`src/rtl/mandel_cmd_parser.sv`:
```
// Frames the 12-byte UART render command from RX8 and presents it to the
// iteration engine over a valid/ready handshake, with an inter-byte timeout.
module mandel_cmd_parser #(
  parameter int N_BIT       = 16,
  parameter int TIMEOUT_CYC = 70000
) (
  input  logic             clk,
  input  logic             rst_n,
  input  logic [7:0]       rx_data,
  input  logic             rx_ready,
  output logic             cfg_valid,
  input  logic             cfg_ready,
  output logic [8:0]       cfg_pix_x,
  output logic [7:0]       cfg_pix_y,
  output logic [N_BIT-1:0] cfg_cxs,
  output logic [N_BIT-1:0] cfg_cys,
  output logic [N_BIT-1:0] cfg_dcx,
  output logic [N_BIT-1:0] cfg_dcy,
  output logic [7:0]       cfg_maxit,
  output logic [3:0]       byte_cnt,
  output logic             err_tmo,
  output logic             err_ovr
);

  localparam int TW = (TIMEOUT_CYC > 2) ? $clog2(TIMEOUT_CYC) : 1;
  // Expiry is taken on the cycle the counter would step to TIMEOUT_CYC-1.
  localparam logic [TW-1:0] TMO_LAST  = TW'(TIMEOUT_CYC - 2);
  localparam logic [3:0]    LAST_BYTE = 4'd11;

  // Handshake: cfg_* are stable whenever cfg_valid is high; a command is
  // transferred on any cycle with cfg_valid && cfg_ready, and cfg_valid
  // drops on the following edge unless a new command has completed.
  typedef enum logic {
    COLLECT = 1'b0,
    HOLD    = 1'b1
  } state_t;

  state_t state_q, state_d;

  logic rx_s1_q, rx_s2_q, rx_prev_q;
  logic byte_edge;

  logic [3:0]       byte_cnt_q, byte_cnt_d;
  logic [TW-1:0]    tmo_cnt_q, tmo_cnt_d;
  logic [10:0][7:0] sh_q, sh_d;

  logic             cfg_valid_q, cfg_valid_d;
  logic [8:0]       cfg_pix_x_q, cfg_pix_x_d;
  logic [7:0]       cfg_pix_y_q, cfg_pix_y_d;
  logic [N_BIT-1:0] cfg_cxs_q, cfg_cxs_d;
  logic [N_BIT-1:0] cfg_cys_q, cfg_cys_d;
  logic [N_BIT-1:0] cfg_dcx_q, cfg_dcx_d;
  logic [N_BIT-1:0] cfg_dcy_q, cfg_dcy_d;
  logic [7:0]       cfg_maxit_q, cfg_maxit_d;
  logic             err_tmo_q, err_tmo_d;
  logic             err_ovr_q, err_ovr_d;
  logic             accept;

  // rx_ready is asynchronous: two flops, then a rising-edge detector.
  always_ff @(posedge clk or negedge rst_n) begin
    if (!rst_n) begin
      rx_s1_q   <= 1'b0;
      rx_s2_q   <= 1'b0;
      rx_prev_q <= 1'b0;
    end else begin
      rx_s1_q   <= rx_ready;
      rx_s2_q   <= rx_s1_q;
      rx_prev_q <= rx_s2_q;
    end
  end

  assign byte_edge = rx_s2_q & ~rx_prev_q;

  always_comb begin
    state_d     = state_q;
    byte_cnt_d  = byte_cnt_q;
    tmo_cnt_d   = '0;
    sh_d        = sh_q;
    cfg_valid_d = cfg_valid_q;
    cfg_pix_x_d = cfg_pix_x_q;
    cfg_pix_y_d = cfg_pix_y_q;
    cfg_cxs_d   = cfg_cxs_q;
    cfg_cys_d   = cfg_cys_q;
    cfg_dcx_d   = cfg_dcx_q;
    cfg_dcy_d   = cfg_dcy_q;
    cfg_maxit_d = cfg_maxit_q;
    err_tmo_d   = 1'b0;
    err_ovr_d   = 1'b0;
    accept      = 1'b0;

    case (state_q)
      COLLECT: begin
        if (byte_edge) begin
          accept = 1'b1;
        end else if (byte_cnt_q != 4'd0) begin
          if (tmo_cnt_q == TMO_LAST) begin
            byte_cnt_d = 4'd0;
            err_tmo_d  = 1'b1;
          end else begin
            tmo_cnt_d = tmo_cnt_q + 1'b1;
          end
        end
      end
      HOLD: begin
        if (cfg_ready) begin
          state_d     = COLLECT;
          cfg_valid_d = 1'b0;
          accept      = byte_edge;
        end else if (byte_edge) begin
          err_ovr_d = 1'b1;
        end
      end
      default: state_d = COLLECT;
    endcase

    // Outputs are only touched on the final byte, so they never glitch mid-frame.
    if (accept) begin
      if (byte_cnt_q == LAST_BYTE) begin
        cfg_pix_x_d = {sh_q[0][0], sh_q[1]};
        cfg_pix_y_d = sh_q[2];
        cfg_cxs_d   = N_BIT'({sh_q[3], sh_q[4]});
        cfg_cys_d   = N_BIT'({sh_q[5], sh_q[6]});
        cfg_dcx_d   = N_BIT'({sh_q[7], sh_q[8]});
        cfg_dcy_d   = N_BIT'({sh_q[9], sh_q[10]});
        cfg_maxit_d = rx_data;
        cfg_valid_d = 1'b1;
        state_d     = HOLD;
        byte_cnt_d  = 4'd0;
      end else begin
        sh_d[byte_cnt_q] = rx_data;
        byte_cnt_d       = byte_cnt_q + 4'd1;
      end
    end
  end

  always_ff @(posedge clk or negedge rst_n) begin
    if (!rst_n) begin
      state_q     <= COLLECT;
      byte_cnt_q  <= 4'd0;
      tmo_cnt_q   <= '0;
      sh_q        <= '0;
      cfg_valid_q <= 1'b0;
      cfg_pix_x_q <= 9'd510;
      cfg_pix_y_q <= 8'd255;
      cfg_cxs_q   <= '0;
      cfg_cys_q   <= '0;
      cfg_dcx_q   <= '0;
      cfg_dcy_q   <= '0;
      cfg_maxit_q <= 8'd100;
      err_tmo_q   <= 1'b0;
      err_ovr_q   <= 1'b0;
    end else begin
      state_q     <= state_d;
      byte_cnt_q  <= byte_cnt_d;
      tmo_cnt_q   <= tmo_cnt_d;
      sh_q        <= sh_d;
      cfg_valid_q <= cfg_valid_d;
      cfg_pix_x_q <= cfg_pix_x_d;
      cfg_pix_y_q <= cfg_pix_y_d;
      cfg_cxs_q   <= cfg_cxs_d;
      cfg_cys_q   <= cfg_cys_d;
      cfg_dcx_q   <= cfg_dcx_d;
      cfg_dcy_q   <= cfg_dcy_d;
      cfg_maxit_q <= cfg_maxit_d;
      err_tmo_q   <= err_tmo_d;
      err_ovr_q   <= err_ovr_d;
    end
  end

  assign cfg_valid = cfg_valid_q;
  assign cfg_pix_x = cfg_pix_x_q;
  assign cfg_pix_y = cfg_pix_y_q;
  assign cfg_cxs   = cfg_cxs_q;
  assign cfg_cys   = cfg_cys_q;
  assign cfg_dcx   = cfg_dcx_q;
  assign cfg_dcy   = cfg_dcy_q;
  assign cfg_maxit = cfg_maxit_q;
  assign byte_cnt  = byte_cnt_q;
  assign err_tmo   = err_tmo_q;
  assign err_ovr   = err_ovr_q;

endmodule

```
`config.mk`:
```
export PLATFORM = sky130hd
export DESIGN_NAME = mandel_cmd_parser
export DESIGN_NICKNAME = d
export VERILOG_FILES = /design/src/rtl/mandel_cmd_parser.sv
export SDC_FILE = /design/constraint.sdc
export NUM_CORES = 1
export LEC_CHECK = 0
export ABC_CLOCK_PERIOD_IN_PS = 2600
export CORE_MARGIN = 8
export CORE_UTILIZATION = 54
export CTS_CLUSTER_SIZE = 30
export DETAILED_ROUTE_END_ITERATION = 8
export MAX_ROUTING_LAYER = met4
export PLACE_DENSITY = 0.76
export RECOVER_POWER = 50
export SLEW_MARGIN = 10
export SYNTH_ARGS = -nofsm -noshare
export SYNTH_HDL_FRONTEND = slang
export SYNTH_SLANG_ARGS = --single-unit
```
`constraint.sdc`:
```
create_clock -name clk -period 2.6 [get_ports clk]
set_clock_uncertainty 0.1 [all_clocks]
set_input_delay 0.39 -clock clk [delete_from_list [all_inputs] [get_ports clk]]
set_output_delay 0.39 -clock clk [all_outputs]
set_load 0.05 [all_outputs]
```
==> results_dict.tcl <==
set metrics [dict create \
    hp-start "rx_s1_q" \
    viasPerCell 5.48 \
    crit_type "flip-flop to output pin" \
    critPathLaunchType "flip-flop" \
    gp_congestion 0.859 \
    synthArstFlopShare 1.00 \
    crit_buf_inv 1 \
    synth.largest_area_cell "dfrtp_1" \
    fp.dieH_um 137 \
    setup_violations 0 \
    clock_latency_ps 430 \
    ys_top_cells_by_area "dfrtp_1, mux2_2, dfstp_2" \
    ys.flop_type "dfrtp_1" \
    num_rows 44 \
    drc_errors 0 \
    clk_pin_slew_worst_paths_ps 70 \
    coreArea_sq_um 14400 \
    cp_cell_sequence "clkdlybuf4s50_1" \
    min_period_ps 2450 \
    ys_warn_count 0 \
    power.switching_mw 3.49 \
    p_per_area_nw_per_um2 1080 \
    crit-reg2reg-launch "byte_cnt[0]" \
    syn_inst 506 \
    p_int_mw 6.90 \
    postSynthRegisterBits 198 \
    synth-seq-area-share 0.635 \
    io_buffer_count 107 \
    cpLargestDelayFamily "buffers and inverters" \
    crit_start "byte_cnt[3]" \
    cts_tree "done" \
    clock_sinks 198 \
    fmax_mhz 409 \
    irDropWorstVdd_mv 0.553 \
    drt-total-wl_mm 16.3 \
    sequentialPowerShare 0.447 \
    fillers 1045 \
    synth_nets 524 \
    hold_violations 0 \
    period_share 0.940 \
    die-area_sq_um 18600 \
    floorplan.initialDensity 0.546 \
    swShare 0.336 \
    first_global_vias 4631 \
    die_w_um 137 \
    max_stage_delay_ps 930 \
    timing.hold.ws_ps 253 \
    required_ps 2110 \
    grt_overflow_total 0 \
    maxCapViolCount 0 \
    drv_slew 0 \
    antenna_found_initial 1 \
    maxSlewHeadroom 0.203 \
    rsz0062_at_grt "false" \
    synth_edf_count 0 \
    regArea_sq_um 4980 \
    fin_setup_tns_ps 0 \
    dpl.hpwl_mm 11.1 \
    synthMostInstantiatedCell "dfrtp_1" \
    grt_pass1_wl_mm 26.1 \
    worstPathMaxFanout 12 \
    worst_slew_pin_slew_ps 1190 \
    cts.path.max_buffers 2 \
    cpMaxStageDelayCell "clkdlybuf4s50_1" \
    combPwrFrac 0.306 \
    endpoint_kind "output pin" \
    syn_area_per_cell_sq_um 15.5 \
    h-tree-depth 4 \
    first_pass_iters 6 \
    hp-class "flip-flop to flip-flop" \
    ys_types 39 \
    grt_max_degree 80 \
    nets 636 \
    vias 4470 \
    drive_above_1_share 0.366 \
    netlist_area_sq_um 7840 \
    ant_nets 0 \
    numCtsBuffers 17 \
    root_buffer "clkbuf_16" \
    postCtsResizedCells 0 \
    io_pins 108 \
    clkPwrFrac 0.247 \
    area_delta_synth_final_pct 22.6 \
    leakage_nw 4.42 \
    worstPathArrival_ps 1960 \
    multi_input_area_sq_um 2660 \
    status "finished clean" \
    route.detailed.wl_per_inst_um 20.0 \
    synth_top_area_frac 0.571 \
    synth_common_cells "dfrtp_1, mux2_2, nor2_1" \
    drtIter0Drc 213 \
    track_usage 0.190 \
]
-- stage by stage --
stage	worst slack, ps	std cells	instance area, sq um	util	power, mW
floorplan	320	506	7840	-	6.78
global placement	135	782	9080	0.632	7.78
detailed placement	89.0	782	9080	0.632	7.92
CTS	104	815	9670	0.673	10.5
global route	73.6	816	9610	0.669	10.9
finish	155	816	9610	0.669	10.4
-- state kept, by name, summed over array words and instances, names as in the netlist --
name,flops
sh_q,81
tmo_cnt_q,17
cfg_cxs,16
cfg_cys,16
cfg_dcx,16
cfg_dcy,16
cfg_pix_x,9
cfg_maxit,8
cfg_pix_y,8
byte_cnt,4
cfg_valid,1
err_ovr,1
err_tmo,1
rx_prev_q,1
rx_s1_q,1
rx_s2_q,1
state_q,1
-- power by group through the flow --
| stage | logic, mW | registers (mW) | clock network (mW) |
|---|---|---|---|
| final | 3.18 | 4.65 | 2.56 |
| after CTS | 3.24 | 4.65 | 2.62 |
| after detailed placement | 3.22 | 4.70 | 0 |
| after global placement | 3.14 | 4.64 | 0 |
| after floorplan | 1.12 | 5.66 | 0 |
| after global routing | 3.35 | 4.77 | 2.74 |
-- placed cells by master (no fill, tap or decap), drive strengths merged, types with 4 or more instances in the layout --
master,netlist,layout
dlygate4sd3,0,4
clkinv,0,8
nand2,11,11
xnor2,10,10
dfrtp,179,179
clkdlybuf4s50,0,103
nand3,6,6
nor4b,5,5
nand4,9,9
nand2b,4,4
ha,6,6
clkbuf,9,28
mux2,170,170
inv,4,4
and3,5,5
dfstp,19,19
xor2,5,5
nor2,23,23
-- cells by family (layout without fill, tap and decap cells) --
kind of cell    after synthesis  count (layout)  synth area share
other cells                   0               1                 0
fa+ha+maj                     6               6           0.00957
simple gates                 79              79            0.0617
compound gates               10              10           0.00909
mux                         170             170             0.244
buf+inv                      28             153            0.0239
xor+xnor                     15              15            0.0168
flops                       198             198             0.635
-- cell type report --
| class | count | area share |
|---|---|---|
| Inverter | 4 | 0.00156 |
| Antenna cell | 1 | 0.000260 |
| Multi-Input combinational cell | 280 | 0.276 |
| Clock buffer | 21 | 0.0458 |
| Tap cell | 184 | 0.0240 |
| Timing Repair Buffer | 117 | 0.120 |
| Sequential cell | 198 | 0.518 |
| Clock inverter | 11 | 0.0139 |
-- what timing repair did --
action,in CTS,in global routing
hold endpoints to repair,69,0
buffers inserted,0,0
hold buffers,1,0
-- worst paths after layout --
kind / end / slack, ps / depth (start not counted)
min in group asynchronous: cfg_cys[3] / 440 / 2
worst min-delay path: rx_s2_q / 250 / 0
max in group asynchronous: sh_q[18] / 400 / 3
worst max register to register: cfg_pix_x[0] / 180 / 5
worst min register to register: rx_s2_q / 250 / 0
worst max-delay path: byte_cnt[3] / 150 / 1
-- layer usage --
metal | wire length, um | track usage
met1 | 6970 | 0.233
met2 | 8260 | 0.304
met3 | 848 | 0.0499
met4 | 262 | 0.0622
met5 | 0 | -
No activity file was read; power rests on OpenSTA's default activity.
